### config.mk
export PLATFORM = sky130hd
export DESIGN_NAME = snake_head_ctrl
export DESIGN_NICKNAME = d
export VERILOG_FILES = /design/src/rtl/snake_pkg.sv /design/src/rtl/snake_dir_latch.sv /design/src/rtl/snake_head_ctrl.sv
export SDC_FILE = /design/constraint.sdc
export NUM_CORES = 1
export LEC_CHECK = 0
export CORE_ASPECT_RATIO = 0.8
export CORE_MARGIN = 2
export CORE_UTILIZATION = 28
export CTS_CLUSTER_SIZE = 14
export DETAILED_ROUTE_END_ITERATION = 10
export GPL_TIMING_DRIVEN = 0
export PLACE_DENSITY = 0.52
export SKIP_LAST_GASP = 1
export SYNTH_ARGS = -nofsm -noshare
export SYNTH_HDL_FRONTEND = slang
export SYNTH_HIERARCHICAL = 1
export SYNTH_SLANG_ARGS = --single-unit
### constraint.sdc
create_clock -name clk -period 4.36 [get_ports clk]
set_input_delay 1.09 -clock clk [delete_from_list [all_inputs] [get_ports clk]]
set_output_delay 1.09 -clock clk [all_outputs]
set_load 0.005 [all_outputs]
### src/rtl/snake_pkg.sv
// Shared types for the snake head controller: direction and game-state
// encodings, the reset direction, and a helper that returns the reverse
// of a direction.
package snake_pkg;

  typedef enum logic [1:0] {
    UP    = 2'd0,
    RIGHT = 2'd1,
    DOWN  = 2'd2,
    LEFT  = 2'd3
  } dir_t;

  typedef enum logic [1:0] {
    IDLE   = 2'd0,
    RUN    = 2'd1,
    PAUSED = 2'd2,
    DEAD   = 2'd3
  } state_t;

  localparam dir_t DIR_RESET = RIGHT;

  // The encoding places each direction two steps from its reverse,
  // so flipping bit 1 gives the opposite direction.
  function automatic dir_t opposite(input dir_t d);
    return dir_t'(d ^ 2'b10);
  endfunction

endpackage

### src/rtl/snake_dir_latch.sv
// Purpose : priority-encodes the buttons, drops reverse requests, and holds pending_dir.
// Latency : a button level seen on edge k is visible on o_pending_dir after edge k.
// Backpr. : none; i_en gates updates, i_init forces the reset direction.
// Ports   : clk/reset, i_en (update allowed), i_init (reload to RIGHT),
//           i_dir (committed direction), i_btn_* (debounced levels),
//           o_pending_dir (direction to take on the next step).
module snake_dir_latch
  import snake_pkg::*;
(
  input  logic clk,
  input  logic reset,
  input  logic i_en,
  input  logic i_init,
  input  dir_t i_dir,
  input  logic i_btn_up,
  input  logic i_btn_right,
  input  logic i_btn_down,
  input  logic i_btn_left,
  output dir_t o_pending_dir
);

  dir_t r_pending;
  dir_t w_req;
  logic w_req_vld;

  // Fixed priority UP > RIGHT > DOWN > LEFT. The reverse filter is applied
  // to the winner only, so a rejected higher-priority press masks the others.
  always_comb begin
    w_req     = UP;
    w_req_vld = 1'b1;
    if (i_btn_up)         w_req = UP;
    else if (i_btn_right) w_req = RIGHT;
    else if (i_btn_down)  w_req = DOWN;
    else if (i_btn_left)  w_req = LEFT;
    else                  w_req_vld = 1'b0;
  end

  always_ff @(posedge clk or posedge reset) begin
    if (reset) begin
      r_pending <= DIR_RESET;
    end else if (i_init) begin
      r_pending <= DIR_RESET;
    end else if (i_en && w_req_vld && (w_req != opposite(i_dir))) begin
      r_pending <= w_req;
    end
  end

  assign o_pending_dir = r_pending;

endmodule

### src/rtl/snake_head_ctrl.sv
// Purpose : steps the snake head one cell per game tick; runs IDLE/RUN/PAUSED/DEAD.
// Latency : tick on edge k -> new head_x/head_y and moved=1 after edge k (1 cycle).
// Backpr. : none; ticks outside RUN are dropped, all outputs registered.
// Ports   : clk/reset, tick, btn_up/right/down/left, start, pause in;
//           head_x, head_y, dir, moved, hit_wall, state out.
module snake_head_ctrl
  import snake_pkg::*;
#(
  parameter  int GRID_W = 40,
  parameter  int GRID_H = 30,
  parameter  int X_INIT = 20,
  parameter  int Y_INIT = 15,
  parameter  int WRAP   = 1,
  localparam int XW     = $clog2(GRID_W),
  localparam int YW     = $clog2(GRID_H)
) (
  input  logic          clk,
  input  logic          reset,
  input  logic          tick,
  input  logic          btn_up,
  input  logic          btn_right,
  input  logic          btn_down,
  input  logic          btn_left,
  input  logic          start,
  input  logic          pause,
  output logic [XW-1:0] head_x,
  output logic [YW-1:0] head_y,
  output logic [1:0]    dir,
  output logic          moved,
  output logic          hit_wall,
  output logic [1:0]    state
);

  localparam logic [XW-1:0] X_MAX   = XW'(GRID_W - 1);
  localparam logic [YW-1:0] Y_MAX   = YW'(GRID_H - 1);
  localparam logic [XW-1:0] X_START = XW'(X_INIT);
  localparam logic [YW-1:0] Y_START = YW'(Y_INIT);
  localparam logic [XW-1:0] X_ONE   = XW'(1);
  localparam logic [YW-1:0] Y_ONE   = YW'(1);

  logic [XW-1:0] r_x;
  logic [YW-1:0] r_y;
  dir_t          r_dir;
  logic          r_moved;
  logic          r_hit;
  state_t        r_state;

  dir_t          w_pending;
  logic          w_start_ok;
  logic [XW-1:0] w_nx;
  logic [YW-1:0] w_ny;
  logic          w_off;

  // Start only counts from IDLE or DEAD; it also reloads pending_dir.
  assign w_start_ok = start && ((r_state == IDLE) || (r_state == DEAD));

  snake_dir_latch u_dir_latch (
    .clk           (clk),
    .reset         (reset),
    .i_en          (r_state == RUN),
    .i_init        (w_start_ok),
    .i_dir         (r_dir),
    .i_btn_up      (btn_up),
    .i_btn_right   (btn_right),
    .i_btn_down    (btn_down),
    .i_btn_left    (btn_left),
    .o_pending_dir (w_pending)
  );

  // Candidate next cell. Edges are detected against the grid bounds rather
  // than by overflow, because the grid need not be a power of two. w_off
  // flags a step that leaves the grid; w_nx/w_ny already hold the wrapped cell.
  always_comb begin
    w_nx  = r_x;
    w_ny  = r_y;
    w_off = 1'b0;
    case (w_pending)
      UP: begin
        if (r_y == '0) begin
          w_off = 1'b1;
          w_ny  = Y_MAX;
        end else begin
          w_ny  = r_y - Y_ONE;
        end
      end
      DOWN: begin
        if (r_y == Y_MAX) begin
          w_off = 1'b1;
          w_ny  = '0;
        end else begin
          w_ny  = r_y + Y_ONE;
        end
      end
      LEFT: begin
        if (r_x == '0) begin
          w_off = 1'b1;
          w_nx  = X_MAX;
        end else begin
          w_nx  = r_x - X_ONE;
        end
      end
      RIGHT: begin
        if (r_x == X_MAX) begin
          w_off = 1'b1;
          w_nx  = '0;
        end else begin
          w_nx  = r_x + X_ONE;
        end
      end
      default: ;
    endcase
  end

  always_ff @(posedge clk or posedge reset) begin
    if (reset) begin
      r_x     <= X_START;
      r_y     <= Y_START;
      r_dir   <= DIR_RESET;
      r_moved <= 1'b0;
      r_hit   <= 1'b0;
      r_state <= IDLE;
    end else begin
      r_moved <= 1'b0;
      case (r_state)
        IDLE, DEAD: begin
          // No step on the start cycle even if tick coincides.
          if (start) begin
            r_x     <= X_START;
            r_y     <= Y_START;
            r_dir   <= DIR_RESET;
            r_hit   <= 1'b0;
            r_state <= RUN;
          end
        end
        RUN: begin
          if (tick) begin
            r_dir <= w_pending;
            if (w_off && (WRAP == 0)) begin
              // Head stays on its last in-grid cell; no move pulse.
              r_hit   <= 1'b1;
              r_state <= DEAD;
            end else begin
              r_x     <= w_nx;
              r_y     <= w_ny;
              r_moved <= 1'b1;
              if (pause) r_state <= PAUSED;
            end
          end else if (pause) begin
            r_state <= PAUSED;
          end
        end
        PAUSED: begin
          if (pause) r_state <= RUN;
        end
        default: ;
      endcase
    end
  end

  assign head_x   = r_x;
  assign head_y   = r_y;
  assign dir      = r_dir;
  assign moved    = r_moved;
  assign hit_wall = r_hit;
  assign state    = r_state;

endmodule

### Yosys cells after proc, flatten, opt, wreduce, memory -nomap -nowiden

Index checks and enable logic that the tools add are counted.

* register bits after elaboration: 18
* output and inout port bits: 17

* add/subtract/negate cells: 4
* equality and inequality tests: 15
* multiplexer cells: 30
* bitwise gates (word level): 1
* reductions and logical operators: 15

Operators by type and width (number)
* $mux 6: 4
* $pmux 6 s2: 2
* $mux 2: 10
* $mux 5: 4
* $pmux 5 s2: 2
* $eq 2x2->1 const B: 4
* $ne 2x2->1 const B: 4
* $reduce_and 4->1: 2
* $add 6x1->6 const B: 1
* $eq 6x6->1 const B: 1
* $logic_not 6->1: 1
* $mux 1: 6
* $ne 3x3->1 const B: 2
* $pmux 2 s3: 1
* $reduce_and 3->1: 2
* $sub 6x1->6 const B: 1
* $add 5x1->5 const B: 1
* $eq 5x5->1 const B: 1
* $logic_not 5->1: 1
* $sub 5x1->5 const B: 1
* $eq 2x1->1 const B: 2
* $logic_not 2->1: 2
* $pmux 2 s2: 1
* $reduce_bool 2->1: 2
* 5 further kinds: 7

### Logic depth before layout (Yosys ltp)

* depth in word-level cells: 8
* gate-level depth with buffers: 8
* depth with buffers taken out: 7

### Modules after synthesis

The synthesis kept the hierarchy.

By module, submodules not included
* snake_head_ctrl: instances 1, cells each 156, area each 1268.7 µm², seq. area each 409.1 µm²
* snake_dir_latch: instances 1, cells each 28, area each 215.2 µm², seq. area each 51.3 µm²

### Worst setup path after synthesis

No wires, ideal clock.

* path kind: input to register
* start: in start
* end: reg r_y[4], in the netlist head_y[4]
* library setup time: 0.067 ns
* arrival time: 2.041 ns
* path slack: 2.252 ns
* stages on the path: 5
* cells stage by stage: nand2b_1 -> nand2b_2 -> or3_4 -> o31ai_2 -> a22o_1

* longest elaborated chain between the ends: 2

Ends and longest elaborated chain
* from (decl): line snake_head_ctrl.sv:24 `input logic start,`
* $ne 2x2->1 (no source line)
* $reduce_and 4->1 (no source line)
* to (signal assigned): line snake_head_ctrl.sv:144 `r_y <= w_ny;`
* to (decl): line snake_head_ctrl.sv:42 `logic [YW-1:0] r_y;`

No other way between the ends.
A chain may end at the register's enable or synchronous reset.

### Worst setup path in the final report

* start: in tick
* end: reg r_y[3], in the netlist head_y[3]

* longest elaborated chain between the ends: 2

Ends and longest elaborated chain
* from (decl): line snake_head_ctrl.sv:19 `input logic tick,`
* $ne 2x2->1 (no source line)
* $reduce_and 4->1 (no source line)

No other way between the ends.

==> reports/qor.txt <==
Status - completed
Syn_nets - 202
Largest net degree at the start of global routing - 17
RSZ-0062 raised after global routing - false
DR pass1 iterations - 4
Port bufs - 24
Area grow syn2layout - 24.5%
Hold Crit Class - flop to flop
Least-Margin Pin Slew - 0.834 ns
Die area - 5900 um2
CTS root buffer - clkbuf_8
GRT Overall Usage - 12.2%
Vias in the first global route - 1272
Synth cell types - 49
Congestion Overflow GR - 0
Fin crit share - 62.6%
Clk buf depth - 2
Vias/cell - 5.12
Reg power frac - 30.1%
Clk pin slew, worst setup/hold paths - 0.07 ns
Placed cell areas - 1800 um2
Antenna Cells - 0
CTS tree - done
Endpoint type of the worst setup path - flop
Switching share of power - 43.4%
Critical path type - input port to flop
TritonCTS Buffers - 3
Resize count post-CTS - 0
Clock Latency Late Sink - 0.25 ns
PwrDens - 527 nW/um2
Final Cell Area - 1850 um2
Final Max Tran Viols - 0
Top cells by count, synth - a21oi_1, nor2_1, nand2_1
Met2 WL post-DR - 1450 um
Final setup viols - 0
GP Congestion - 0.816
Internal Power - 552 uW
Clk_skew - 0.00145 ns
Flip-flop and latch count after synthesis - 18
Post-DP HPWL - 2590 um
Area of the mapped netlist - 1480 um2
Sum Neg Setup Slack - 0 ns
Starting Density - 29.3%
Row count - 23
Synth area leaders - dfrtp_1, dfstp_2, ha_1
Combinational cell fraction of total power - 57.4%
Max-slew headroom - 43.9%
First-pass GRT wire length - 5920 um
Metal3 WL - 165 um
Die height - 69.1 um
Peak supply drop - 0.261 mV
Core area - 5060 um2
Largest fanout on the critical path - 6
WL met1 - 1870 um
Synth Warn # - 6
Iter 0 DRT Violations - 72
Fmax - 0.366 GHz
Static Leakage - 0.744 nW
Max layer used - met4
Synth Flop Type - dfrtp_1
Vias - 1402
Max-capacitance violation count - 0
H-Tree Depth - 1
Minimum clock period - 2.73 ns
Final WL - 3510 um
Clock share of power - 12.5%
Worst setup SP type - input port
Postcts setup bufs - 0
Ports - 26
Post-layout nets - 231
Req. time, crit path - 4.54 ns
CTS Hold Buffers Added - 0
Post-synth EDFFs - 0
Post-synth top area cell - dfrtp_1
Remaining DRCs - 0
Layout cells sized above 1 - 11.3%
Final ANT Viol Nets - 0
Drt wl/cell - 12.8 um
Post-synth top area share - 16.9%
Gate Count Post-Synth - 184
Crit path arrival time - 2.91 ns
CTS Sinks - 18
Net Sw Power - 422 uW
Final hold violation count - 0
Syn Area/Cell - 8.06 um2
Initial antenna violation count - 0
DIE WIDTH - 85.4 um
Async set-reset flop share out of synthesis - 100%
Sequential element share of the synthesized area - 31.0%
==> cells by family after synthesis <==
family                     synth area share, %
adders and majority gates                 7.59
DFF                                       31.0
and+or+nand+nor                           29.3
other                                    0.253
AOI/OAI and AO/OA                         24.7
buffers and inverters                     5.99
xor gates and xnor gates                  1.18
==> worst max-delay path, cell delays in order <==
cell and delay, ns:
clkdlybuf4s50_1 0.57, nand2_1 0.12, nor4_1 0.71, a21boi_0 0.20, o32a_1 0.22
==> layout make-up <==
| type | count | area, um2 |
|---|---|---|
| fill | 544 | 3220 |
| multi-input combinational | 145 | 935 |
| sequential | 18 | 460 |
| timing repair buffer | 24 | 240 |
| tap | 62 | 77.6 |
| inverter | 13 | 48.8 |
| clock buffer | 4 | 45.0 |
| buffer | 8 | 40.0 |
==> layer usage <==
layer	track usage, %	vias to the layer above
met1	18.3	641
met4	2.29	0
met2	17.4	38
met5	0	-
li1	-	721
met3	3.59	2
==> sequential cells by signal, summed over array words and instances (netlist names) <==
register / count
head_x: 6
head_y: 5
dir: 2
state: 2
u_dir_latch/o_pending_dir: 2
moved: 1
==> power by group through the flow <==
stage	Combinational [mW]	Clock (mW)	Sequential, mW
2_1_floorplan	0.389	0	0.282
3_3_place_gp	0.558	0	0.297
3_5_place_dp	0.556	0	0.298
5_1_grt	0.628	0.135	0.305
6_report	0.559	0.122	0.293
4_1_cts	0.560	0.128	0.295
==> worst paths after layout <==
kind                       slack (ns)                  from                                  endpoint  cells past startpoint
setup / recovery                 1.63                  tick                     head_y[3]$_DFFE_PP1P_                      5
hold / removal                   0.57    dir[0]$_DFFE_PP1P_                        dir[0]$_DFFE_PP1P_                      2
setup reg to reg                 2.16  state[1]$_DFFE_PP0P_                     head_y[3]$_DFFE_PP1P_                      6
hold reg to reg                  0.57    dir[0]$_DFFE_PP1P_                        dir[0]$_DFFE_PP1P_                      2
max in group asynchronous        2.64                 reset                        dir[1]$_DFFE_PP0P_                      2
min in group asynchronous        1.01                 reset  u_dir_latch/o_pending_dir[1]$_DFFE_PP0P_                      2
==> placed cells by master, fill, tap and decap left out, types with 3 or more instances in the layout <==
cell type         n
clkdlybuf4s50_1  24
nor2_1           15
a21oi_1          15
nand2_1          14
inv_1            13
o21ai_0          10
dfrtp_1          10
ha_1              9
nand2b_1          8
dfstp_2           8
nor2b_1           7
a31oi_1           6
buf_2             5
o22ai_1           4
nand3_1           4
o21ai_1           4
clkbuf_1          3
and3_1            3
clkbuf_8          3
nand3b_1          3
==> through the flow <==
stage / power [mW] / std cells / util (%) / hold WS (ns) / worst slack (ns)
finish: 0.974 / 274 / 36.5 / 0.570 / 1.63
global route: 1.07 / 274 / 36.5 / 0.591 / 1.54
CTS: 0.983 / 274 / 36.5 / 0.568 / 1.68
detailed placement: 0.853 / 270 / 35.6 / 0.557 / 1.41
global placement: 0.855 / 270 / 35.6 / 0.555 / 1.39
floorplan: 0.671 / 184 / - / 0.529 / 2.25
(Power assumes the default switching activity.)
